**src/rtl/beep_generator.sv**
```systemverilog
// Piezo beep sequencer: plays num_beeps tone bursts separated by silent gaps; outputs are registered (1-cycle latency from trigger).
// No backpressure: trigger while busy is dropped, stop aborts at once without a done pulse.
module beep_generator #(
    parameter int TONE_HALF = 12500,
    parameter int BEEP_ON   = 3000000,
    parameter int BEEP_OFF  = 3000000
) (
    input  logic       clk,
    input  logic       rst,
    input  logic       trigger,
    input  logic [3:0] num_beeps,
    input  logic       stop,
    output logic       buzzer,
    output logic       busy,
    output logic       done
);

    localparam logic [23:0] TONE_LAST = 24'(TONE_HALF - 1);
    localparam logic [23:0] ON_LAST   = 24'(BEEP_ON - 1);
    localparam logic [23:0] OFF_LAST  = 24'(BEEP_OFF - 1);

    typedef enum logic [1:0] {
        S_IDLE = 2'd0,
        S_ON   = 2'd1,
        S_OFF  = 2'd2
    } state_t;

    state_t      state_q, state_d;
    logic [23:0] phase_q, phase_d;
    logic [23:0] tone_cnt_q, tone_cnt_d;
    logic        tone_q, tone_d;
    logic [3:0]  rem_q, rem_d;
    logic        buzzer_q, buzzer_d;
    logic        busy_q, busy_d;
    logic        done_q, done_d;

    always_comb begin
        state_d    = state_q;
        phase_d    = phase_q;
        tone_cnt_d = tone_cnt_q;
        tone_d     = tone_q;
        rem_d      = rem_q;
        done_d     = 1'b0;

        unique case (state_q)
            S_IDLE: begin
                if (trigger && !stop && (num_beeps != 4'd0)) begin
                    state_d    = S_ON;
                    rem_d      = num_beeps;
                    phase_d    = 24'd0;
                    tone_cnt_d = 24'd0;
                    tone_d     = 1'b1;
                end
            end
            S_ON: begin
                if (stop) begin
                    state_d    = S_IDLE;
                    phase_d    = 24'd0;
                    tone_cnt_d = 24'd0;
                    tone_d     = 1'b0;
                    rem_d      = 4'd0;
                end else if (phase_q == ON_LAST) begin
                    phase_d    = 24'd0;
                    tone_cnt_d = 24'd0;
                    tone_d     = 1'b0;
                    if (rem_q > 4'd1) begin
                        state_d = S_OFF;
                        rem_d   = rem_q - 4'd1;
                    end else begin
                        state_d = S_IDLE;
                        rem_d   = 4'd0;
                        done_d  = 1'b1;
                    end
                end else begin
                    phase_d = phase_q + 24'd1;
                    if (tone_cnt_q == TONE_LAST) begin
                        tone_cnt_d = 24'd0;
                        tone_d     = ~tone_q;
                    end else begin
                        tone_cnt_d = tone_cnt_q + 24'd1;
                    end
                end
            end
            S_OFF: begin
                if (stop) begin
                    state_d = S_IDLE;
                    phase_d = 24'd0;
                    rem_d   = 4'd0;
                end else if (phase_q == OFF_LAST) begin
                    // each beep restarts its tone on the high phase
                    state_d    = S_ON;
                    phase_d    = 24'd0;
                    tone_cnt_d = 24'd0;
                    tone_d     = 1'b1;
                end else begin
                    phase_d = phase_q + 24'd1;
                end
            end
            default: begin
                state_d    = S_IDLE;
                phase_d    = 24'd0;
                tone_cnt_d = 24'd0;
                tone_d     = 1'b0;
                rem_d      = 4'd0;
            end
        endcase

        buzzer_d = (state_d == S_ON) && tone_d;
        busy_d   = (state_d != S_IDLE);
    end

    always_ff @(posedge clk) begin
        if (rst) begin
            state_q    <= S_IDLE;
            phase_q    <= 24'd0;
            tone_cnt_q <= 24'd0;
            tone_q     <= 1'b0;
            rem_q      <= 4'd0;
            buzzer_q   <= 1'b0;
            busy_q     <= 1'b0;
            done_q     <= 1'b0;
        end else begin
            state_q    <= state_d;
            phase_q    <= phase_d;
            tone_cnt_q <= tone_cnt_d;
            tone_q     <= tone_d;
            rem_q      <= rem_d;
            buzzer_q   <= buzzer_d;
            busy_q     <= busy_d;
            done_q     <= done_d;
        end
    end

    assign buzzer = buzzer_q;
    assign busy   = busy_q;
    assign done   = done_q;

endmodule

```
**config.mk**
```make
export PLATFORM = sky130hd
export DESIGN_NAME = beep_generator
export DESIGN_NICKNAME = d
export VERILOG_FILES = /design/src/rtl/beep_generator.sv
export SDC_FILE = /design/constraint.sdc
export NUM_CORES = 1
export LEC_CHECK = 0
export ABC_AREA = 1
export BUFFER_PORTS_ARGS = -buffer_cell sky130_fd_sc_hd__clkbuf_2
export CORE_UTILIZATION = 60
export DETAILED_ROUTE_END_ITERATION = 10
export GPL_TIMING_DRIVEN = 0
export MAX_ROUTING_LAYER = met4
export PLACE_DENSITY = 0.75
export SYNTH_ARGS = -nofsm -noshare
export SYNTH_HDL_FRONTEND = slang
export SYNTH_SLANG_ARGS = --single-unit
```
**constraint.sdc**
```tcl
create_clock -name clk -period 2.3 [get_ports clk]
set_clock_uncertainty 0.1 [all_clocks]
set_input_delay 0.23 -clock clk [delete_from_list [all_inputs] [get_ports clk]]
set_output_delay 0.23 -clock clk [all_outputs]
set_load 0.01 [all_outputs]
```
==> results.sh <==
export IMPL_max_clock_freq_mhz=468
export IMPL_syn_nets=608
export IMPL_numCtsBuffers=9
export IMPL_htreeDepth=3
export IMPL_cts_root_buf="clkbuf_8"
export IMPL_cts_sinks=58
export IMPL_grt_pass1_vias=3357
export IMPL_tritoncts="yes"
export IMPL_ys_async_sr_fraction_pct=0
export IMPL_dpl_hpwl_mm=7.11
export IMPL_die_h_um=79.8
export IMPL_synth_compound_area_share_pct=8.60
export IMPL_multiInputGateArea_sq_mm=0.00214
export IMPL_drt_iter0_drc=358
export IMPL_antenna_found_initial=0
export IMPL_required_ns=2.43
export IMPL_seq_area_frac_synth_pct=31.9
export IMPL_diodes=0
export IMPL_syn_inst=592
export IMPL_ys_flop_type="dfxtp_1"
export IMPL_grt_ovfl_total=0
export IMPL_clk_pin_slew_ns=0.06
export IMPL_route_detailed_drc=0
export IMPL_path_cells="ha_1 > nand2_1 > nor2_4 > inv_1 > nor2_1 > nand3_4 > nand3_2 > nand2_1 > nand2_4 > buf_6 > nor2_1"
export IMPL_routed_via_density=5.72
export IMPL_yosys_warnings=0
export IMPL_synth_edf_count=0
export IMPL_dr_pass1_iters=5
export IMPL_drive_above_1_share_pct=8.39
export IMPL_cpMaxStageDelayCell="dfxtp_1"
export IMPL_worst_hold_slack_ns=0.0976
export IMPL_slew_headroom_pct=60.5
export IMPL_instances_no_fill=692
export IMPL_p_per_area_mw_per_mm2=548
export IMPL_wl_mm=9.67
export IMPL_fillers=517
export IMPL_ys_top_cells_by_count="136 x nand2_1, 109 x nor2_1, 81 x inv_1"
export IMPL_initial_core_util_pct=64.1
export IMPL_grt_max_degree=11
export IMPL_worstPathBufferInverterCount=2
export IMPL_synthXorXnorAreaFrac_pct=2.65
export IMPL_dieArea_sq_mm=0.00638
export IMPL_dpl_cell_count=673
export IMPL_clockBufferDepth=2
export IMPL_peakVddDrop_v=0.000449
export IMPL_yosys_area_share_simple_pct=43.6
export IMPL_synth_top_family_by_area="simple AND/OR/NAND/NOR gates"
export IMPL_grt_usage_pct=32.8
export IMPL_synth_seq_cells=58
export IMPL_synth_cell_type_count=32
export IMPL_path_max_fanout=10
export IMPL_worstSetupStartpointType="flip-flop"
export IMPL_fin_crit_ns=2.13
export IMPL_core_region_area_sq_mm=0.00568
export IMPL_crit_type="reg -> reg"
export IMPL_synth_area_sq_mm=0.00364
export IMPL_post_route_period_util_pct=92.8
export IMPL_fin_setup_tns_ns=0
export IMPL_tightest_slew_ns=0.592
export IMPL_critPathTopFamily="simple AND/OR/NAND/NOR gates"
export IMPL_slew_viol_final=0
export IMPL_clkLatencyLatePin_ns=0.34
export IMPL_yosys_top_cells_area="dfxtp_1 32%, nand2_1 14%, nor2_1 11%"
export IMPL_outcome="completed"
export IMPL_synth_adder_area_share_pct=2.75
export IMPL_end_kind="flip-flop"
export IMPL_grt_pass1_wl_mm=15.5
export IMPL_holdBufCountCts=0
export IMPL_rows=27
export IMPL_yosysTopAreaCell="dfxtp_1"
export IMPL_io_buffers=9
export IMPL_synthMuxAreaShare_pct=0
export IMPL_vias=3960
export IMPL_cp_arrival_ns=2.26
export IMPL_io_pins=11
export IMPL_synth_top_area_share_pct=31.9
export IMPL_hold_violations=0
export IMPL_wl_per_cell_um=14.0
export IMPL_ant_nets=0
export IMPL_synth_most_common_cell="nand2_1"
export IMPL_syn_area_per_cell_sq_um=6.14
export IMPL_p_leak_nw=1.58
export IMPL_hp_class="in -> reg"
export IMPL_routabilityCongestion=0.973
export IMPL_areaGrowthSynthToFinish_pct=10.9
export IMPL_setup_viol=0
export IMPL_regArea_sq_mm=0.00116
export IMPL_die_x_um=79.8
export IMPL_critical_path_max_stage_delay_ns=0.37
export IMPL_fin_nets=632
export IMPL_drv_cap=0
## cells in the final DEF (no fill, tap or decap), types with 8 or more instances in the layout
cell type and instances:
dfxtp_1 58, a21oi_1 28, clkbuf_2 9, clkbuf_8 10, xor2_1 9, nand3_1 64
clkbuf_1 8, nand2_1 132, o21ai_0 19, ha_1 8, nor3_1 17, nor2_1 109
nand4_1 17, inv_1 81
## sequential cells by signal, summed over array words and instances, names as in the netlist
| register | flops |
|---|---|
| busy | 1 |
| state_q | 2 |
| tone_q | 1 |
| done | 1 |
| buzzer | 1 |
| phase_q | 24 |
| tone_cnt_q | 24 |
| rem_q | 4 |
## final cells by class
| class | instances | area share [%] |
|---|---|---|
| Buffer | 12 | 1.77 |
| Clock buffer | 12 | 3.60 |
| Clock inverter | 3 | 0.993 |
| Inverter | 82 | 7.63 |
| Multi-Input combinational cell | 440 | 53.1 |
| Sequential cell | 58 | 28.8 |
| Tap cell | 72 | 2.23 |
| Timing Repair Buffer | 13 | 1.86 |
## cell families (layout without fill, tap and decap cells)
family,count (synthesis),in the layout
and+or+nand+nor,364,364
buffers and inverters,94,122
xor gates and xnor gates,11,11
DFF,58,58
adders and majority gates,8,8
AOI/OAI and AO/OA,57,57
## where the power goes
group          switching (mW)  leakage [nW]  internal, mW
sequential             0.0133         0.469          1.02
combinational           0.176          1.02        0.0803
clock                   0.395        0.0962         0.521
total                   0.584          1.58          1.63
## metrics by stage
stage          cell area (sq um)  setup slack [ns]  total power, mW  util [%]
6_report                    4030             0.165             2.21      71.1
5_1_grt                     4030          -0.00243             2.28      71.1
4_1_cts                     3980            0.0623             2.21      70.1
3_5_place_dp                3770            -0.155             1.30      66.4
3_3_place_gp                3770           -0.0837             1.29      66.4
2_1_floorplan               3640             0.445             1.23         -
## final timing paths
kind,to,start,depth (start not counted),slack [ns]
setup / recovery,phase_q[22],phase_q[0],11,0.17
hold / removal,rem_q[3],num_beeps[3],3,0.1
setup reg to reg,phase_q[22],phase_q[0],11,0.17
hold reg to reg,tone_cnt_q[23],tone_cnt_q[23],2,0.38
## timing repair
action / in CTS / in global routing
cloned: 0 / 0
setup endpoints to repair: 13 / 43
pin swaps: 0 / 2
buffers inserted: 2 / 2
gates resized for setup: 2 / 9
## worst min-delay path, delay by kind of cell
family | cells | cell delay, ns
buf+inv | 1 | 0.09
compound gates | 2 | 0.18
## metal layers
| metal | GRT usage (%) | vias to the layer above | routed length (um) |
|---|---|---|---|
| met4 | 13.9 | 0 | 187 |
| met2 | 48.5 | 196 | 4140 |
| met3 | 6.51 | 18 | 778 |
| met1 | 43.3 | 1791 | 4560 |
| li1 | - | 1955 | - |
| met5 | - | - | 0 |
No activity file was read; power rests on OpenSTA's default activity.
